==> config.mk <==
export PLATFORM = sky130hd
export DESIGN_NAME = gpio_ctrl
export DESIGN_NICKNAME = d
export VERILOG_FILES = /design/src/rtl/gpio_ctrl.sv
export SDC_FILE = /design/constraint.sdc
export NUM_CORES = 1
export LEC_CHECK = 0
export CORE_UTILIZATION = 30
export DETAILED_ROUTE_END_ITERATION = 10
export PLACE_DENSITY_LB_ADDON = 0.12
export SYNTH_ARGS = -nofsm -noshare
export SYNTH_HDL_FRONTEND = slang
export SYNTH_SLANG_ARGS = --single-unit
==> constraint.sdc <==
create_clock -name clk -period 1.3 [get_ports clk]
set_input_delay 0.26 -clock clk [delete_from_list [all_inputs] [get_ports clk]]
set_output_delay 0.26 -clock clk [all_outputs]
set_load 0.005 [all_outputs]
==> src/rtl/gpio_ctrl.sv <==
// gpio_ctrl: parametrised multi-pin GPIO controller.
//
// Each input pin goes through a SYNC_STAGES-deep synchroniser, then an
// optional debounce filter, then a per-pin edge detector. Detected edges
// are captured in a sticky, maskable, write-1-to-clear status register.
// A single interrupt line is the OR of the status bits.
//
// Build option: define GPIO_CTRL_DEBOUNCE_EN to build the debounce filter.
// Without it the filtered value simply follows the synchroniser output
// one edge later, and DEBOUNCE_CYCLES is ignored.
//
// Ports:
//   clk, rst            clock, asynchronous active-high reset
//   gpio_in             raw asynchronous pin inputs
//   gpio_out, gpio_oe   registered output data / output enable (1 = drive)
//   out_wr, out_wdata   load gpio_out
//   oe_wr, oe_wdata     load gpio_oe
//   pin_val             synchronised and filtered input value
//   irq_rise_en/fall_en per-pin edge capture enables
//   irq_clr             write-1-to-clear pulse for irq_status
//   irq_status, irq     sticky per-pin edge status and its OR-reduction
module gpio_ctrl #(
  parameter int               WIDTH           = 8,
  parameter int               SYNC_STAGES     = 2,
  parameter int               DEBOUNCE_CYCLES = 4,
  parameter logic [WIDTH-1:0] RESET_OUT       = '0
) (
  input  logic             clk,
  input  logic             rst,
  input  logic [WIDTH-1:0] gpio_in,
  output logic [WIDTH-1:0] gpio_out,
  output logic [WIDTH-1:0] gpio_oe,
  input  logic             out_wr,
  input  logic [WIDTH-1:0] out_wdata,
  input  logic             oe_wr,
  input  logic [WIDTH-1:0] oe_wdata,
  output logic [WIDTH-1:0] pin_val,
  input  logic [WIDTH-1:0] irq_rise_en,
  input  logic [WIDTH-1:0] irq_fall_en,
  input  logic [WIDTH-1:0] irq_clr,
  output logic [WIDTH-1:0] irq_status,
  output logic             irq
);

  logic [WIDTH-1:0] sync_q [SYNC_STAGES];
  logic [WIDTH-1:0] s;      // synchroniser output
  logic [WIDTH-1:0] nxt;    // value pin_val takes on this edge
  logic [WIDTH-1:0] rise;
  logic [WIDTH-1:0] fall;

  // Unsupported parameter combinations leave this empty block elaborated,
  // making a bad configuration visible in the hierarchy.
  if (WIDTH < 1 || WIDTH > 64 || SYNC_STAGES < 2 || SYNC_STAGES > 4 ||
      DEBOUNCE_CYCLES < 1 || DEBOUNCE_CYCLES > 65535) begin : g_unsupported_params
  end

  // Output data and output-enable registers, independently written.
  always_ff @(posedge clk or posedge rst) begin
    if (rst) begin
      gpio_out <= RESET_OUT;
      gpio_oe  <= '0;
    end else begin
      if (out_wr) begin
        gpio_out <= out_wdata;
      end
      if (oe_wr) begin
        gpio_oe <= oe_wdata;
      end
    end
  end

  // Input synchroniser chain.
  always_ff @(posedge clk or posedge rst) begin
    if (rst) begin
      for (int k = 0; k < SYNC_STAGES; k++) begin
        sync_q[k] <= '0;
      end
    end else begin
      sync_q[0] <= gpio_in;
      for (int k = 1; k < SYNC_STAGES; k++) begin
        sync_q[k] <= sync_q[k-1];
      end
    end
  end

  assign s = sync_q[SYNC_STAGES-1];

`ifdef GPIO_CTRL_DEBOUNCE_EN
  localparam int               CNT_W    = $clog2(DEBOUNCE_CYCLES + 1);
  localparam logic [CNT_W-1:0] CNT_LAST = CNT_W'(DEBOUNCE_CYCLES - 1);
  localparam logic [CNT_W-1:0] CNT_ONE  = CNT_W'(1'b1);

  logic [CNT_W-1:0] cnt_q [WIDTH];
  logic [CNT_W-1:0] cnt_d [WIDTH];

  // Debounce decision: a pin only changes after the synchroniser has
  // disagreed with it for DEBOUNCE_CYCLES consecutive edges; any agreeing
  // cycle restarts the count, so the counter can never wrap.
  always_comb begin
    nxt = pin_val;
    for (int i = 0; i < WIDTH; i++) begin
      cnt_d[i] = '0;
      if (s[i] == pin_val[i]) begin
        cnt_d[i] = '0;
      end else if (cnt_q[i] == CNT_LAST) begin
        nxt[i]   = s[i];
        cnt_d[i] = '0;
      end else begin
        cnt_d[i] = cnt_q[i] + CNT_ONE;
      end
    end
  end

  // Debounce counters.
  always_ff @(posedge clk or posedge rst) begin
    if (rst) begin
      for (int k = 0; k < WIDTH; k++) begin
        cnt_q[k] <= '0;
      end
    end else begin
      for (int k = 0; k < WIDTH; k++) begin
        cnt_q[k] <= cnt_d[k];
      end
    end
  end
`else
  assign nxt = s;
`endif

  // Edges are judged on the value being loaded this edge, so status rises
  // on the same edge as pin_val.
  assign rise = nxt & ~pin_val & irq_rise_en;
  assign fall = ~nxt & pin_val & irq_fall_en;

  // Filtered pin value and sticky status; a new event beats a clear.
  always_ff @(posedge clk or posedge rst) begin
    if (rst) begin
      pin_val    <= '0;
      irq_status <= '0;
    end else begin
      pin_val    <= nxt;
      irq_status <= (irq_status & ~irq_clr) | rise | fall;
    end
  end

  // Driven only from status flops, so it cannot glitch.
  assign irq = |irq_status;

endmodule

; After elaboration in Yosys (flattened, before gate mapping)
; Index checks and enable logic that the tools add are counted.
[classes]
bitwise = 10
n_reduce_logical = 1
[ops]
columns = cell, n
row1 = AND 8 bit, 5
row2 = NOT 8 bit, 3
row3 = OR 8 bit, 2
row4 = OR reduction 8 bit, 1
[totals]
ff_bits = 48
output_inout_bits = 33

; Longest topological paths before layout
; Gate-level depths: netlist (run 1).
[logic_depth]
ltp_word = 5
ltp_mapped = 2

; Worst setup path before layout (run 1)
; No wires, ideal clock.
[synth_path]
kind = flip-flop to output port
from = register irq_status[6]
to = output irq
arrival_ns = 0.729
required_time_ns = 1.040
path_slack_ns = 0.311
path_stages_with_launch = 3
n_path_buf = 0
path_cell_list = dfrtp_1 > nor4_1 > nand2_1
[synth_via]
elab_chain_cells = 1
[synth_rtl]
columns = item, line_no
row1 = "start, declared", 41  ; output logic [WIDTH-1:0] irq_status,
row2 = "start signal, assigned", 142  ; irq_status <= (irq_status & ~irq_clr) | rise | fall;
row3 = OR reduction 8 bit, 147  ; assign irq = |irq_status;
row4 = "end, declared", 42  ; output logic irq
; Every way passes these cells.

; Worst setup path after layout (run 1)
[layout_path]
from = register irq_status[3]
to = output irq
; The elaborated chain is that of the path after synthesis.

==> results of run 1 <==
-- flip-flops by register name (all words and copies together) (netlist names) --
name / flops
gpio_oe: 8
gpio_out: 8
irq_status: 8
nxt: 8
pin_val: 8
sync_q: 8
-- routing by layer --
layer	wire (um)	part of all wire, %	global-route usage, %	vias to the layer above
met5	0	0	0	-
met4	68	1.9	6.35	0
met3	301	8.6	4.05	8
met2	1670	47	21.5	61
met1	1480	42	15.4	554
li1	-	-	-	573
-- worst max-delay path, cell delays in order (launching register included) --
cell and delay, ns:
sky130_fd_sc_hd__dfrtp_1 0.40, sky130_fd_sc_hd__nor4_2 0.28, sky130_fd_sc_hd__nand2_1 0.08, sky130_fd_sc_hd__buf_2 0.13
-- how the worst min path moves through the flow --
stage | start | end | slack (ns) | depth (start not counted)
6_report | rst | sync_q[12]$_DFF_PP0_ | 0.35 | 3
5_1_grt | rst | irq_status[5]$_DFF_PP0_ | 0.37 | 3
4_1_cts | rst | sync_q[12]$_DFF_PP0_ | 0.35 | 3
3_5_place_dp | sync_q[9]$_DFF_PP0_ | nxt[1]$_DFF_PP0_ | 0.33 | 0
3_3_place_gp | sync_q[15]$_DFF_PP0_ | nxt[7]$_DFF_PP0_ | 0.33 | 0
2_1_floorplan | rst | gpio_oe[0]$_DFFE_PP0P_ | 0.29 | 1
-- per-stage QoR --
step                utilization (%)  cell area [sq um]  worst slack (ns)  instances
floorplan                         -               1690             0.311        102
CTS                            54.5               2860            -0.159        284
finish                         53.9               2830            -0.137        284
global route                   53.9               2830            -0.214        284
global placement               51.6               2700            -0.177        267
detailed placement             51.6               2700            -0.202        267
-- repair_timing --
| action | CTS | global route |
|---|---|---|
| pin swaps | 3 | 0 |
| hold buffers | 0 | 0 |
| endpoints found under the setup margin | 33 | 7 |
| buffers inserted | 10 | 0 |
| gates cloned | 0 | 0 |
| gates resized for setup | 51 | 6 |
-- kinds of logic (layout without fill, tap and decap cells) --
group / count (synthesis) / count (layout) / synth area share, %
flip-flops: 48 / 48 / 71.4
AND/OR/NAND/NOR: 26 / 26 / 8.92
multiplexers: 16 / 16 / 14.3
AO/OA/AOI/OAI: 8 / 8 / 3.64
buffers and inverters: 4 / 116 / 1.78
-- cell type report --
| cell class | instances | area (sq um) | area share (%) |
|---|---|---|---|
| clock buffers | 5 | 68.8 | 2.44 |
| clock inverters | 3 | 42.5 | 1.51 |
| inverters | 2 | 11.3 | 0.399 |
| multi-input cells | 50 | 464 | 16.4 |
| flip-flops and latches | 48 | 1200 | 42.5 |
| well taps | 70 | 87.6 | 3.10 |
| repair buffers | 106 | 950 | 33.6 |
-- cells in the final DEF (no fill, tap or decap), drive strengths merged, types with 2 or more instances in the layout --
master / count
nand2: 9
clkinvlp: 2
dfrtp: 48
nand2b: 7
o211ai: 7
nand3b: 8
clkbuf: 11
dlygate4sd2: 24
buf: 25
clkdlybuf4s50: 51
nor4: 2
mux2: 16
-- report_power, final --
| part | total (mW) | internal (mW) | leakage [nW] | switching [mW] |
|---|---|---|---|---|
| logic | 0.556 | 0.390 | 0.671 | 0.165 |
| clock network | 1.04 | 0.569 | 0.0541 | 0.473 |
| registers | 1.67 | 1.61 | 0.565 | 0.0663 |
| total | 3.27 | 2.57 | 1.29 | 0.704 |
==> qor.txt, run 1 <==
DETAILED ROUTING
--------------------------------------------------------------------------------
Drt first-iter violations                                                     27
Number of remaining DRC errors                                                 0
Detailed Route WL                                                        3520 um
Number of vias in the routed layout                                         1196
Wire length per cell                                                     12.4 um
DRT Pass-1 Iters                                                               2
Via density per instance                                                    4.21
Post-route ant nets                                                            0

SYNTH
--------------------------------------------------------------------------------
Yosys warns                                                                    0
Average size of a mapped cell                                         16.5 sq um
Syn Nets                                                                     154
Ys async rst share                                                          100%
Area of the mapped netlist                                            1680 sq um
Biggest area contributors in the synthesized netlist                sky130_fd_sc_hd__dfrtp_1 (71%), sky130_fd_sc_hd__mux2_4 (14%), sky130_fd_sc_hd__nand3b_1 (3.6%)
Library cell with the highest instance count after synthesis        sky130_fd_sc_hd__dfrtp_1
Count of flip-flops with a built-in enable after synthesis                     0
Most instantiated cells after synthesis                             sky130_fd_sc_hd__dfrtp_1 (48), sky130_fd_sc_hd__mux2_4 (16), sky130_fd_sc_hd__nand2_1 (9)
Number of cells produced by synthesis                                        102
Flip-flop and latch count after synthesis                                     48
Top cell type's share of synthesized area                                  71.4%
Largest area contributor in the synthesized netlist                 sky130_fd_sc_hd__dfrtp_1
Sequential fraction of the synthesis area                                  71.4%
Number of library cell types mapped by synthesis                              10
Post-synth top flop                                                 sky130_fd_sc_hd__dfrtp_1

CRITICAL PATH
--------------------------------------------------------------------------------
Timing startpoint of the critical path                              irq_status[3]$_DFF_PP0_
Required time of the worst setup path                                    1.04 ns
CP Launch Type                                                              flop
Critical path data arrival time                                          1.18 ns
Reg2Reg Launch Point                                                gpio_out[7]$_DFFE_PP0P_
Setup crit end kind                                                  output port
Number of cells on the worst reg-to-reg path                                   2
Endpoint of the most critical setup path                                     irq
CP Max Fanout                                                                  2
Setup Crit Path Kind                                                flop to output port
Reg2Reg Capture Point                                               gpio_out[7]$_DFFE_PP0P_
Internal reg-to-reg setup slack                                          0.43 ns

TIMING
--------------------------------------------------------------------------------
TNS Setup                                                              -0.137 ns
Max frequency                                                          0.696 GHz
Worst-Margin Slew                                                       0.218 ns
Count of final setup violators                                                 1
Tcrit/Tclk final                                                            111%
Final Hold Vio Count                                                           0
Unrepaired setup endpoints after global routing                             true
Headroom to the max-slew limit                                             85.4%
Post-layout worst setup margin                                         -0.137 ns
Post-Route Hold Slack                                                   0.349 ns
Final Slew Violations                                                          0
Final critical-path required period                                      1.44 ns
Worst clock skew                                                      0.00728 ns

FLOORPLANNING
--------------------------------------------------------------------------------
Die Span X                                                               76.9 um
Top-level port count                                                          85
Core Region                                                           5240 sq um
Full die area                                                         5910 sq um
Standard-cell row count                                                       26
Effective utilization at floorplan                                         32.1%
Die height                                                               76.9 um

WORST HOLD PATH
--------------------------------------------------------------------------------
HP Class                                                            primary input to async pin

PLACED DESIGN
--------------------------------------------------------------------------------
Detail Placement HPWL                                                    2620 um
Final weighted congestion of routability-driven global placement           0.756
# port buffers                                                                84

GLOBAL ROUTING
--------------------------------------------------------------------------------
Congestion Overflow GR                                                         0
Via count of the first global-routing pass                                  1334
Largest net degree at the start of global routing                             32
Number of antenna violations at the first check in global routing              0
Wire length of the first global-routing pass                             6000 um
Global-route usage over all layers                                         13.1%

STATUS
--------------------------------------------------------------------------------
Violated checks                                                     setup timing
Result of the run                                                   finished, violations left

POWER AND IR DROP
--------------------------------------------------------------------------------
Maximum vdd drop                                                      0.000489 V
Leakage component of the power                                           1.29 nW
Total power                                                              3.27 mW
Pwr/cell area                                                       1160 nW/um^2

CELLS AND AREA
--------------------------------------------------------------------------------
Fraction of final layout cells sized beyond drive strength 1               27.1%
Number of antenna diodes                                                       0
Number of filler instances in the final layout                               467
Final Net Count                                                              265
Layout area overhead                                                       67.9%

CLOCKING
--------------------------------------------------------------------------------
Total clock buffers created by CTS                                             5
Clock tree from TritonCTS                                                   done
Sinks on Clock Net                                                            48
Clock Tree Root                                                     sky130_fd_sc_hd__clkbuf_8
Clock slew at reported path FFs                                          0.09 ns
Clock latency reported for the late side of the worst-skew pair          0.29 ns
CTS H-tree depth                                                               2
Largest buffer count on any clock path                                         2

FLOW RUN
--------------------------------------------------------------------------------
Number of violations of the max-capacitance limit                              0

(Power assumes the default switching activity.)
==> run 2: changes to the inputs <==
- GPL_ROUTABILITY_DRIVEN: unset -> 0
==> results of run 2 <==
Same layout as run 1: the final DEF is identical, and so are final timing and power.
==> run 3: changes to the inputs <==
- CORE_UTILIZATION: 30 -> 35
==> run 3 against run 2 <==
Effect of this change: the run ends with DRC, setup timing left; final area shrank 0.27%; clock power shrank 13%; power shrank 3.7%; clock skew shrank 0.0020 ns; first-iteration DRC count grew 52%; sequential power is essentially flat; largest cell class unchanged; routed wire length grew 4.5%; critical endpoint unchanged; sequential share of layout area grew 0.11 points; worst hold slack lost 0.0048 ns; flip-flop and latch count is the same; via count grew 0.25%.
==> qor.txt, run 3 (same netlist as run 1, synthesis figures left out) <==
CRITICAL PATH
----------------------------------------------------------------------------------------
Number of buffers and inverters on the critical path                                   2
Slowest library cell on the worst path                                      sky130_fd_sc_hd__dfrtp_1
Setup crit end kind                                                          output port
Category of cells accounting for the largest share of critical-path delay     flip-flops
Setup Crit Path Kind                                                        flop to output port
Critical path data arrival time                                                  1.18 ns
Internal reg-to-reg setup slack                                                  0.38 ns
Required time of the worst setup path                                            1.04 ns
Series of cell instances along the critical path                            buf_4 > nor4_1 > nand2_1 > buf_2
CP Launch Type                                                                      flop
Critical path's largest stage delay                                              0.39 ns
CP Max Fanout                                                                          2

FLOORPLANNING
----------------------------------------------------------------------------------------
Effective utilization at floorplan                                                 37.6%
Core Region                                                                   4470 sq um
Full die area                                                                 5090 sq um
Standard-cell row count                                                               24
Top-level port count                                                                  85
Die Span X                                                                       71.3 um
Die height                                                                       71.3 um

TIMING
----------------------------------------------------------------------------------------
Worst-Margin Slew                                                               0.234 ns
Final Slew Violations                                                                  0
Max frequency                                                                  0.695 GHz
Unrepaired setup endpoints after global routing                                     true
Worst clock skew                                                              0.00527 ns
Tcrit/Tclk final                                                                    111%
TNS Setup                                                                      -0.139 ns
Post-layout worst setup margin                                                 -0.139 ns
Headroom to the max-slew limit                                                     84.2%
Count of final setup violators                                                         1
Final critical-path required period                                              1.44 ns
Final Hold Vio Count                                                                   0

POWER AND IR DROP
----------------------------------------------------------------------------------------
Internal power summed over all cells                                             2.48 mW
Maximum vdd drop                                                              0.000494 V
Power spent charging and discharging nets                                       0.672 mW
Pwr/cell area                                                               1120 nW/um^2
Relative contribution of the clock network to total power                          28.8%
Switching Share                                                                    21.3%
Leakage component of the power                                                   1.30 nW
Sequential group share of total power                                              53.1%
Comb power frac                                                                    18.0%

CELLS AND AREA
----------------------------------------------------------------------------------------
Number of antenna diodes                                                               0
Most common cell after layout, fill and taps aside                          sky130_fd_sc_hd__clkdlybuf4s50_1
Layout area overhead                                                               67.4%
Fraction of final layout cells sized beyond drive strength 1                       24.5%
Commonest cells after routing, fill and taps aside                          sky130_fd_sc_hd__clkdlybuf4s50_1 (51), sky130_fd_sc_hd__dfrtp_1 (48), sky130_fd_sc_hd__dlygate4sd2_1 (27), sky130_fd_sc_hd__mux2_4 (16), sky130_fd_sc_hd__buf_4 (16)
Final cell count without fillers                                                     264
Final Net Count                                                                      264

DETAILED ROUTING
----------------------------------------------------------------------------------------
Post-route ant nets                                                                    0
Via density per instance                                                            4.54
Number of vias in the routed layout                                                 1199
Drt first-iter violations                                                             41
Wire length per cell                                                             13.9 um
Detailed Route WL                                                                3680 um
DRT Pass-1 Iters                                                                       7
Number of remaining DRC errors                                                         7

WORST HOLD PATH
----------------------------------------------------------------------------------------
HP Class                                                                    primary input to async pin

PLACED DESIGN
----------------------------------------------------------------------------------------
Placed instance count                                                                246
# port buffers                                                                        84
Detail Placement HPWL                                                            2690 um

CLOCKING
----------------------------------------------------------------------------------------
CTS H-tree depth                                                                       2
Clock latency reported for the late side of the worst-skew pair                  0.29 ns
Clock slew at reported path FFs                                                  0.08 ns
Clock tree from TritonCTS                                                           done
Clock Tree Root                                                             sky130_fd_sc_hd__clkbuf_8
Sinks on Clock Net                                                                    48
Largest buffer count on any clock path                                                 2
Total clock buffers created by CTS                                                     5

GLOBAL ROUTING
----------------------------------------------------------------------------------------
Global-route usage over all layers                                                 15.1%
Largest net degree at the start of global routing                                     30
Wire length of the first global-routing pass                                     5700 um
Number of antenna violations at the first check in global routing                      0
Congestion Overflow GR                                                                 0
Via count of the first global-routing pass                                          1263

STATUS
----------------------------------------------------------------------------------------
Result of the run                                                           finished, violations left
Violated checks                                                             DRC, setup timing

FLOW RUN
----------------------------------------------------------------------------------------
Number of violations of the max-capacitance limit                                      0

## run 3: cell types whose count changed in the layout (fill, tap and decap cells not counted)
cell | previous run | this run
sky130_fd_sc_hd__buf_12 | 1 | 3
sky130_fd_sc_hd__buf_2 | 2 | 1
sky130_fd_sc_hd__buf_4 | 21 | 16
sky130_fd_sc_hd__buf_6 | 1 | 3
sky130_fd_sc_hd__bufinv_16 | 1 | 0
sky130_fd_sc_hd__clkbuf_2 | 6 | 4
sky130_fd_sc_hd__clkbuf_8 | 5 | 7
sky130_fd_sc_hd__clkinv_2 | 1 | 0
sky130_fd_sc_hd__clkinvlp_4 | 2 | 1
sky130_fd_sc_hd__dlygate4sd2_1 | 24 | 27
sky130_fd_sc_hd__nor4_1 | 0 | 1
sky130_fd_sc_hd__nor4_2 | 2 | 1
## run 3: worst reg2reg max path, stage by stage (launching register included)
cell,delay [ns]
sky130_fd_sc_hd__dfrtp_1,0.39
sky130_fd_sc_hd__buf_4,0.14
sky130_fd_sc_hd__buf_6,0.10
sky130_fd_sc_hd__nand2b_1,0.08
sky130_fd_sc_hd__o211ai_1,0.09
## run 3: layout make-up
cell class                 instances  area [sq um]
timing repair buffer             105           986
clock buffer                       7          96.3
inverter                           2          11.3
multi-input combinational         50           458
fill                             353          1660
tap                               52          65.1
sequential                        48          1200
## run 3: final timing paths
check                                   startpoint                 endpoint  cells after the start
max                        irq_status[3]$_DFF_PP0_                      irq                      4
min                                            rst     pin_val[2]$_DFF_PP0_                      3
max reg2reg                irq_status[2]$_DFF_PP0_  irq_status[2]$_DFF_PP0_                      4
min reg2reg                   sync_q[13]$_DFF_PP0_         nxt[5]$_DFF_PP0_                      0
max in group asynchronous                      rst  irq_status[3]$_DFF_PP0_                      3
min in group clk              sync_q[13]$_DFF_PP0_         nxt[5]$_DFF_PP0_                      0
## run 3: what timing repair did
item,CTS,global route
setup endpoints to repair,33,4
hold buffers,0,0
pin swaps,1,2
setup buffers,10,2
resized for setup,44,6
## run 3: layer usage
layer / share of wire, % / global-route usage, % / up-vias
li1: - / - / 570
met1: 40 / 16.9 / 562
met2: 51 / 26.8 / 61
met3: 7.8 / 5.34 / 6
met4: 1.2 / 4.67 / 0
met5: 0 / 0 / -
## run 3: per-stage QoR
step / power, mW / hold WS (ns) / cell area, sq um / setup WS [ns] / utilization [%]
after floorplan: 1.87 / 0.290 / 1690 / 0.311 / -
after global placement: 2.28 / 0.333 / 2680 / -0.173 / 60.0
after detailed placement: 2.30 / 0.336 / 2680 / -0.219 / 60.0
after CTS: 3.19 / 0.344 / 2830 / -0.160 / 63.2
after global routing: 3.31 / 0.353 / 2820 / -0.238 / 63.0
final: 3.15 / 0.344 / 2820 / -0.139 / 63.0
## run 3: power by group through the flow
| stage | clock network (mW) | registers [mW] | logic, mW |
|---|---|---|---|
| after CTS | 0.937 | 1.67 | 0.574 |
| after detailed placement | 0 | 1.70 | 0.592 |
| after global placement | 0 | 1.70 | 0.578 |
| final | 0.908 | 1.67 | 0.568 |
| after global routing | 1.01 | 1.69 | 0.610 |
| after floorplan | 0 | 1.71 | 0.165 |
